==> src/rtl/hash_out_serializer.sv <==
// hash_out_serializer: captures the final 512-bit BLAKE2 state and streams
// the first nn digest bytes, least-significant byte first, as a byte-wide
// valid stream. Optional slow mode holds each byte for SLOW_DIV cycles.
// Optional feature macro: HASH_OUT_OVERRUN_EN adds a sticky overrun_o flag
// that records any h_v_i pulse dropped while the serializer was busy.
module hash_out_serializer #(
  parameter int SLOW_DIV = 4
) (
  input  logic         clk,
  input  logic         reset,
  input  logic         h_v_i,
  input  logic [511:0] h_i,
  input  logic [5:0]   nn_i,
  input  logic         slow_i,
`ifdef HASH_OUT_OVERRUN_EN
  output logic         overrun_o,
`endif
  output logic         ready_v_o,
  output logic         hash_v_o,
  output logic [7:0]   hash_o
);

  typedef enum logic [0:0] {
    ST_IDLE = 1'b0,
    ST_SEND = 1'b1
  } state_t;

  localparam logic [3:0] DIV_LAST = 4'(SLOW_DIV - 1);

  state_t        state_q, state_d;
  logic [511:0]  sr_q, sr_d;
  logic [5:0]    cnt_q, cnt_d;
  logic [3:0]    div_q, div_d;
  logic          slow_q, slow_d;
  logic          ready_q, ready_d;
  logic          hash_v_q, hash_v_d;
  logic [7:0]    hash_q, hash_d;

  // Next-state and registered-output computation for the IDLE/SEND machine.
  always_comb begin
    state_d  = state_q;
    sr_d     = sr_q;
    cnt_d    = cnt_q;
    div_d    = div_q;
    slow_d   = slow_q;
    ready_d  = ready_q;
    hash_v_d = hash_v_q;
    hash_d   = hash_q;
    case (state_q)
      ST_IDLE: begin
        ready_d  = 1'b1;
        hash_v_d = 1'b0;
        if (h_v_i && (nn_i != 6'd0)) begin
          // Byte 0 is presented straight from h_i so it shows in cycle 1.
          sr_d     = h_i;
          cnt_d    = nn_i;
          slow_d   = slow_i;
          div_d    = 4'd0;
          state_d  = ST_SEND;
          hash_d   = h_i[7:0];
          hash_v_d = 1'b1;
          ready_d  = 1'b0;
        end else begin
          // nn_i = 0 accepts are consumed silently; nothing else to do.
          state_d = ST_IDLE;
        end
      end
      ST_SEND: begin
        if (!slow_q || (div_q == DIV_LAST)) begin
          div_d = 4'd0;
          if (cnt_q == 6'd1) begin
            // Last byte finished: hash_o keeps its value, only valid drops.
            cnt_d    = 6'd0;
            state_d  = ST_IDLE;
            hash_v_d = 1'b0;
            ready_d  = 1'b1;
          end else begin
            sr_d     = {8'd0, sr_q[511:8]};
            cnt_d    = cnt_q - 6'd1;
            hash_d   = sr_q[15:8];
            hash_v_d = 1'b1;
            ready_d  = 1'b0;
          end
        end else begin
          div_d = div_q + 4'd1;
        end
      end
      default: begin
        state_d  = ST_IDLE;
        cnt_d    = 6'd0;
        div_d    = 4'd0;
        ready_d  = 1'b1;
        hash_v_d = 1'b0;
      end
    endcase
  end

  // Control and output registers with synchronous reset.
  always_ff @(posedge clk) begin
    if (reset) begin
      state_q  <= ST_IDLE;
      cnt_q    <= 6'd0;
      div_q    <= 4'd0;
      slow_q   <= 1'b0;
      ready_q  <= 1'b1;
      hash_v_q <= 1'b0;
      hash_q   <= 8'd0;
    end else begin
      state_q  <= state_d;
      cnt_q    <= cnt_d;
      div_q    <= div_d;
      slow_q   <= slow_d;
      ready_q  <= ready_d;
      hash_v_q <= hash_v_d;
      hash_q   <= hash_d;
    end
  end

  // Digest shift register; deliberately not reset, it is reloaded on accept.
  always_ff @(posedge clk) begin
    sr_q <= sr_d;
  end

  assign ready_v_o = ready_q;
  assign hash_v_o  = hash_v_q;
  assign hash_o    = hash_q;

`ifdef HASH_OUT_OVERRUN_EN
  logic overrun_q, overrun_d;

  // A pulse arriving while not ready is dropped; remember it until reset.
  always_comb begin
    overrun_d = overrun_q | (h_v_i & ~ready_q);
  end

  // Sticky overrun flag register.
  always_ff @(posedge clk) begin
    if (reset) begin
      overrun_q <= 1'b0;
    end else begin
      overrun_q <= overrun_d;
    end
  end

  assign overrun_o = overrun_q;
`endif

endmodule

==> config.mk <==
export PLATFORM = sky130hd
export DESIGN_NAME = hash_out_serializer
export DESIGN_NICKNAME = d
export VERILOG_FILES = /design/src/rtl/hash_out_serializer.sv
export SDC_FILE = /design/constraint.sdc
export NUM_CORES = 1
export LEC_CHECK = 0
export BUFFER_PORTS_ARGS = -buffer_cell sky130_fd_sc_hd__buf_2
export CELL_PAD_IN_SITES_DETAIL_PLACEMENT = 0
export CELL_PAD_IN_SITES_GLOBAL_PLACEMENT = 2
export CORE_MARGIN = 10
export CORE_UTILIZATION = 39
export DETAILED_ROUTE_END_ITERATION = 8
export PLACE_DENSITY = 0.88
export SYNTH_ARGS = -nofsm -noshare
export SYNTH_HDL_FRONTEND = slang
export SYNTH_SLANG_ARGS = --single-unit
==> constraint.sdc <==
create_clock -name clk -period 18.65 [get_ports clk]
set_clock_uncertainty 0.2 [all_clocks]
set_input_delay 2.7975 -clock clk [delete_from_list [all_inputs] [get_ports clk]]
set_output_delay 2.7975 -clock clk [all_outputs]
set_load 0.01 [all_outputs]
### Yosys cells after proc, flatten, opt, wreduce, memory -nomap -nowiden

Index checks and enable logic that the tools add are counted.

* $add $sub $neg: 2
* eq/ne operators: 5
* muxes and demuxes: 25
* bitwise gates (word level): 1
* reduce and logical (&&, ||, !) cells: 7

Operators with widths (number)
* 512-bit two-way mux: 3
* 512-bit one-hot mux with 2 select lines: 1
* 8-bit two-way mux: 3
* 6-bit two-way mux: 3
* 8-bit one-hot mux with 2 select lines: 1
* 6-bit one-hot mux with 2 select lines: 1
* 4-bit two-way mux: 2
* 4-bit one-hot mux with 2 select lines: 1
* 1-bit two-way mux: 7
* 6-bit by 1-bit equality test with 1-bit output, second input constant: 1
* 1-bit one-hot mux with 2 select lines: 3
* 6-bit nonzero test: 1
* 6-bit by 1-bit subtractor with 6-bit output, second input constant: 1
* 4-bit by 1-bit adder with 4-bit output, second input constant: 1
* 4-bit by 2-bit equality test with 1-bit output, second input constant: 1
* 2-bit inequality test, second input constant: 2
* 2-bit AND reduction: 2
* 3-bit AND reduction: 1
* 2-bit by 1-bit inequality test with 1-bit output, second input constant: 1
* 1-bit logical AND: 1
* 1-bit logical NOT: 1
* 1-bit logical OR: 1
* 1-bit NOT: 1

* flip-flop bits (word level): 534
* bits of input ports: 522
* output and inout bits: 10

### Logic depth before layout (Yosys ltp)

Gate-level depths: netlist of the first run.

* depth after elaboration: 4
* mapped depth: 6
* depth with buffers taken out: 6

### Worst setup path after synthesis of the first run

No wires, ideal clock.

* path kind: in2reg
* from: in nn_i[4]
* to: reg sr_q[100], enable pin
* setup time: 0.851 ns
* arrival: 12.988 ns
* data required time: 17.599 ns
* setup slack: 4.611 ns
* cell stages on the path: 4
* path buffers: 0
* cells stage by stage: or4_4 > o311a_1 > o21ai_4 > inv_1

* cells in the longest elaborated chain, start to end: 4

RTL lines
* start: declaration: line 13 `input logic [5:0] nn_i,`
* 6-bit nonzero test: line 53 `if (h_v_i && (nn_i != 6'd0)) begin`
* 1-bit logical AND: line 53
* 2-bit inequality test (no source line)
* 3-bit AND reduction (no source line)
* end signal: assignment: line 121 `sr_q <= sr_d;`
* end: declaration: line 31 `logic [511:0] sr_q, sr_d;`

No other way between the ends.
A chain may end at the register's enable or synchronous reset.

### Worst setup path after layout of the first run

* from: in nn_i[3]
* to: reg sr_q[277], enable pin

Same word-level chain as after synthesis.

==> reports/metrics.yaml, run 1 <==
status: "finished clean"
slowest_stage: "buf_4"
start_util_pct: 39.4
ir_drop_v: 0.0000738
relSlewSlack_pct: 27.9
dieArea_sq_um: 67000
grt_first_pass_wirelength_mm: 81.8
hold_buffers: 0
cts.sinks: 526
path_clk_slew_ns: 0.06
worst_slack_ns: 12.60
cp.buffers_inverters: 4
synth_top_area_share_pct: 68.0
drt_iter0_markers: 871
synth_seq_cells: 526
cts_tree: "built"
synth_nets: 1728
instances_no_fill: 2560
worstSetupStartpointType: "input port"
critPathMaxFanout: 148
vias: 12500
drt_pass1_iterations: 5
post-dp-hpwl_mm: 41.2
portBuffers: 531
cp.arrival_ns: 6.07
powerDensity_nw_per_um2: 109
worst_slew_pin_slew_ns: 1.08
synth_ff_type: "edfxtp_1"
wl_per_cell_um: 22.0
drc: 0
grt_overflow: 0
power.leakage_uw: 0.0102
critPathTopFamily: "buffers and inverters"
wl_met3_mm: 6.27
rows: 87
cts_buffer_depth: 3
slew_viol_final: 0
max_freq_mhz: 165
route.final.wire_length_mm: 56.4
layout_common_cells: "buf_2 (531), edfxtp_1 (504), mux2_2 (496)"
setup_violations: 0
drive_gt1_share_pct: 62.7
pre_cts_ws_ns: 11.94
cts_root_buf: "clkbuf_16"
nets: 2264
postRouteAntennaNets: 0
critical_path.most_common_cell: "buf_4"
syn_to_final_growth_pct: 23.0
rsz0062_at_grt: "no"
end_kind: "flip-flop"
clk_latency_ns: 0.60
max_stage_delay_ns: 0.91
crit_chain: "buf_2 -> or4_4 -> o311a_1 -> o21ai_4 -> inv_8 -> buf_4 -> buf_4"
pin_count: 532
synthArstFlopShare_pct: 0
grt_pass1_vias: 13500
hold_viol: 0
dr_wl_met2_mm: 28.1
h-tree-depth: 2
critPathKind: "input port to flip-flop"
cts_made_buffers: 55
top_layer: "met5"
synth_cell_types: 43
gp_congestion: 0.825
antenna_found_initial: 55
die_y_um: 259
grt_max_degree: 184
drt-met1-wl_mm: 20.7
setup_tns_ns: 0
via_per_inst: 4.88
synthCells: 1203
ys_seq_area_share_pct: 70.0
post_cts_buffers: 0
synth_area_per_cell_sq_um: 18.5
cts_resized: 0
layout_commonest_cell: "buf_2"
netlist_top_cells_area: "edfxtp_1 (68%), mux2_2 (25%), dfxtp_1 (2.0%)"
drv_cap: 0
track_usage_pct: 16.0
fp.dieW_um: 259
yosysTopAreaCell: "edfxtp_1"
finalCriticalPeriod_ns: 6.05
cp_data_required_time_ns: 18.67
synth_edf_count: 504
syn_area_sq_um: 22200
placedCellCount: 2438
fin_crit_sh_pct: 32.4
core_area_sq_um: 56400
ys.warnings.count: 0
hold_class: "flip-flop to flip-flop"
nFillCells: 4977
cell families (layout without fill, tap and decap cells):
group	after synthesis	count (layout)	synth area share [%]
AO/OA/AOI/OAI	48	48	1.77
XOR/XNOR	1	1	0.0394
adder cells (fa/ha/maj)	3	3	0.169
buffers and inverters	77	657	1.57
flip-flops	526	526	70.0
multiplexers	497	497	25.2
other	0	21	0
AND/OR/NAND/NOR	51	51	1.28
metal layers:
layer,GRT usage (%),vias up
met5,0,-
met4,3.82,66
met3,8.16,116
met2,27.7,450
met1,17.1,6019
li1,-,5850
final cells by class:
class	count	area [sq um]	area share [%]
Sequential cell	526	15600	56.9
Tap cell	756	946	3.46
Multi-Input combinational cell	600	6320	23.1
Antenna cell	21	52.6	0.192
Inverter	15	63.8	0.233
Clock buffer	72	1460	5.34
Clock inverter	29	196	0.718
Timing Repair Buffer	541	2750	10.0
power breakdown:
part | switching, uW | leakage [uW] | internal, uW
clock | 437 | 0.000804 | 577
sequential | 55.1 | 0.00512 | 1540
combinational | 185 | 0.00428 | 191
total | 677 | 0.0102 | 2310
final timing paths:
kind | from | to | slack [ns] | cells after the start
worst max-delay path | nn_i[3] | sr_q[277] | 12.60 | 7
worst min-delay path | ready_v_o | ready_v_o | 0.27 | 2
worst max register to register | div_q[0] | sr_q[277] | 13.89 | 7
worst min register to register | ready_v_o | ready_v_o | 0.27 | 2
stage by stage:
stage               utilization, %  power [uW]  hold slack (ns)  cell area (sq um)
global route                  48.5        3110            0.298              27300
global placement              45.5        1980            0.256              25700
finish                        48.5        2980            0.271              27400
floorplan                        -        1920            0.265              22200
CTS                           48.4        3030            0.280              27300
detailed placement            45.5        2000            0.268              25700
sequential cells by signal (all words and copies together) (netlist names):
signal and flops:
sr_q 504, hash_o 8, cnt_q 6, div_q 4
hash_v_o 1, ready_v_o 1, slow_q 1, state_q 1
Yosys cell counts (2+ instances only):
library cell / n
a211oi_1: 10
buf_2: 48
o21ai_0: 6
edfxtp_1: 504
a221oi_1: 9
or4_4: 2
a31oi_1: 2
nand2_1: 7
clkbuf_1: 8
a21oi_1: 6
dfxtp_1: 22
mux2_2: 496
nor3b_1: 2
a22oi_1: 2
nor3_1: 3
inv_1: 15
nor2_1: 11
nor2b_1: 17
a32o_1: 2
ha_1: 3
buf_1: 6
worst reg2reg max path: stages (launching register included):
cell,delay [ns]
dfxtp_1,0.37
ha_1,0.20
nor3b_1,0.57
nand2b_1,0.29
o21ai_4,0.16
inv_8,0.69
buf_4,1.00
buf_4,0.87
Power figures use the tool's default switching activity.
==> run 2, diff against run 1 <==
- clock period: 18.65 -> 5.7 ns (I/O delays scaled with it)
==> run 2 against run 1 <==
Non-clock buffer count unchanged; total power increased to 3.4 times the previous value; final cell count increased by 0.43%; register-to-register slack got worse by 12 ns; critical endpoint is now sr_q[164]; largest power group unchanged; worst setup slack got worse by 11 ns; combinational power increased to 3.3 times the previous value; critical path type is now flip-flop to flip-flop; first-iteration DRC count increased by 0.23%; cell area increased by 0.91%; utilization increased by 0.44 points.
==> reports/metrics.yaml, run 2 (synthesis results as in run 1) <==
cts_tree: "built"
rsz0062_at_grt: "no"
critPathTopFamily: "buffers and inverters"
dieArea_sq_um: 67000  # unchanged
cts_resized: 0  # unchanged
max_freq_mhz: 273
top_register: "sr_q"
relSlewSlack_pct: 31.1  # +3.2 points
die_y_um: 259  # unchanged
layout_commonest_cell: "buf_2"
holdPathEnd: "ready_v_o"
r2r-start: "state_q"
grt_first_pass_wirelength_mm: 82.3  # +0.62%
max_stage_delay_ns: 0.87  # -0.04 ns
largest_reg_flops: 504  # unchanged
ir_drop_v: 0.000242  # +230%
hold_path_depth: 2  # unchanged
vias: 12500  # +0.26%
dr_wl_met2_mm: 27.2  # -3.1%
critPathKind: "flip-flop to flip-flop"
cp_data_required_time_ns: 5.80  # -12.87 ns
cts_buffer_depth: 3  # unchanged
cp.arrival_ns: 3.77  # -2.30 ns
hold_viol: 0  # unchanged
switching_share_pct: 23.0  # +0.31 points
track_usage_pct: 16.1  # +0.13 points
grt_overflow: 0  # unchanged
hp-start: "ready_v_o"
fin_crit_sh_pct: 64.4
worst_slack_ns: 2.03  # -10.57 ns
layout_common_cells: "buf_2 (531), edfxtp_1 (504), mux2_2 (496)"
wl_per_cell_um: 22.0  # -0.20%
drt_pass1_iterations: 5  # unchanged
start_util_pct: 39.4  # unchanged
pwr-share-comb_pct: 12.3  # -0.3 points
syn_to_final_growth_pct: 24.1
final_cell_area_sq_um: 27600  # +0.91%
nets: 2265  # +0.044%
slew_viol_final: 0  # unchanged
r2r-end: "sr_q[164]"
timing.hold.ws_ns: 0.249  # -0.0226 ns
h-tree-depth: 2  # unchanged
hold_class: "flip-flop to flip-flop"
drt-met1-wl_mm: 21.2  # +2.3%
r2r_setup_slack_ns: 2.03  # -11.86 ns
post-dp-hpwl_mm: 41.3  # about the same
ff2ff_path_depth: 6  # -1
cts_root_buf: "clkbuf_16"
p_seq_share_pct: 51.9  # -1.5 points
critPathMaxFanout: 86  # -42%
end_kind: "flip-flop"
worst_slew_pin_slew_ns: 1.03  # -0.0477 ns
hold_buffers: 0  # unchanged
slowest_stage: "dfxtp_4"
setup_tns_ns: 0  # unchanged
path_clk_slew_ns: 0.06  # about the same
cp.buffers_inverters: 4  # unchanged
portBuffers: 531  # unchanged
cts_made_buffers: 56  # +1.8%
status: "finished clean"
powerDensity_nw_per_um2: 363  # +230%
worstSetupStartpointType: "flip-flop"
core_area_sq_um: 56400  # unchanged
drt_iter0_markers: 873  # +0.23%
postRouteAntennaNets: 0  # unchanged
crit_chain: "inv_1 -> o311a_4 -> o21ai_4 -> clkinvlp_4 -> buf_12 -> buf_4"
wl_met3_mm: 6.08  # -3.0%
fp.dieW_um: 259  # unchanged
grt_pass1_vias: 13500  # +0.067%
pin_count: 532  # unchanged
top_layer: "met5"
finalCriticalPeriod_ns: 3.67
via_per_inst: 4.88  # -0.16%
power.leakage_uw: 0.0103  # +0.92%
drv_cap: 0  # unchanged
gp_congestion: 0.818  # -0.84%
clk_latency_ns: 0.61  # about the same
rows: 87  # unchanged
post_cts_buffers: 0  # unchanged
power_uw: 10000  # +240%
grt_max_degree: 187  # +1.6%
p_switching_uw: 2310  # +240%
antenna_found_initial: 67  # +22%
route.final.wire_length_mm: 56.5  # +0.23%
internal-power_uw: 7720  # +240%
drc: 0  # unchanged
drive_gt1_share_pct: 63.6  # +0.90 points
cts.sinks: 526  # unchanged
clockPowerShare_pct: 35.8  # +1.8 points
pre_cts_ws_ns: 1.60  # -10.34 ns
dpl-instance-area_sq_um: 25700  # +0.27%
setup_violations: 0  # unchanged
run 2: cell count changes in the layout (fill, tap and decap cells not counted), sizes merged:
cell | before | now
clkinv | 24 | 23
bufinv | 2 | 5
clkbuf | 72 | 66
clkinvlp | 2 | 6
diode | 21 | 32
run 2: power by group through the flow:
stage	sequential [uW]	combinational, uW	clock [uW]
after global routing	5260	1350	3850
final	5210	1230	3590
after floorplan	5330	862	0
after CTS	5220	1250	3690
after detailed placement	5290	1250	0
after global placement	5280	1210	0
run 2: stage by stage:
step	util (%)	std cells
after floorplan	-	1203
after global placement	45.6	2438
after detailed placement	45.6	2438
after CTS	48.8	2539
after global routing	48.9	2562
final	49.0	2571
run 2: worst reg2reg max path, cell delays in order, from the launching register on:
cell and delay (ns):
dfxtp_4 0.87, inv_1 0.36, o311a_4 0.23, o21ai_4 0.30
clkinvlp_4 0.52, buf_12 0.40, buf_4 0.48
run 2: how the worst max path moves through the flow:
stage / startpoint / endpoint / slack [ns] / cells past startpoint
CTS: state_q / sr_q[165] / 2.05 / 6
detailed placement: nn_i[4] / sr_q[158] / 1.60 / 7
global placement: nn_i[4] / sr_q[174] / 1.68 / 7
finish: state_q / sr_q[164] / 2.03 / 6
floorplan: nn_i[4] / sr_q[100] / -4.53 / 4
global route: state_q / sr_q[126] / 1.77 / 6
run 2: area by class of cell:
class	instances	area, sq um
well taps	756	946
clock inverters	35	348
repair buffers	541	2810
diodes	32	80.1
flip-flops and latches	526	15600
clock buffers	66	1460
fillers	4895	28800
inverters	15	60.1
multi-input cells	600	6330
run 2: layer usage:
layer  GRT usage, %  up-vias
met5              0        -
met4           6.11       58
met3           8.10      152
met2           26.4      450
met1           17.8     6018
li1               -     5856
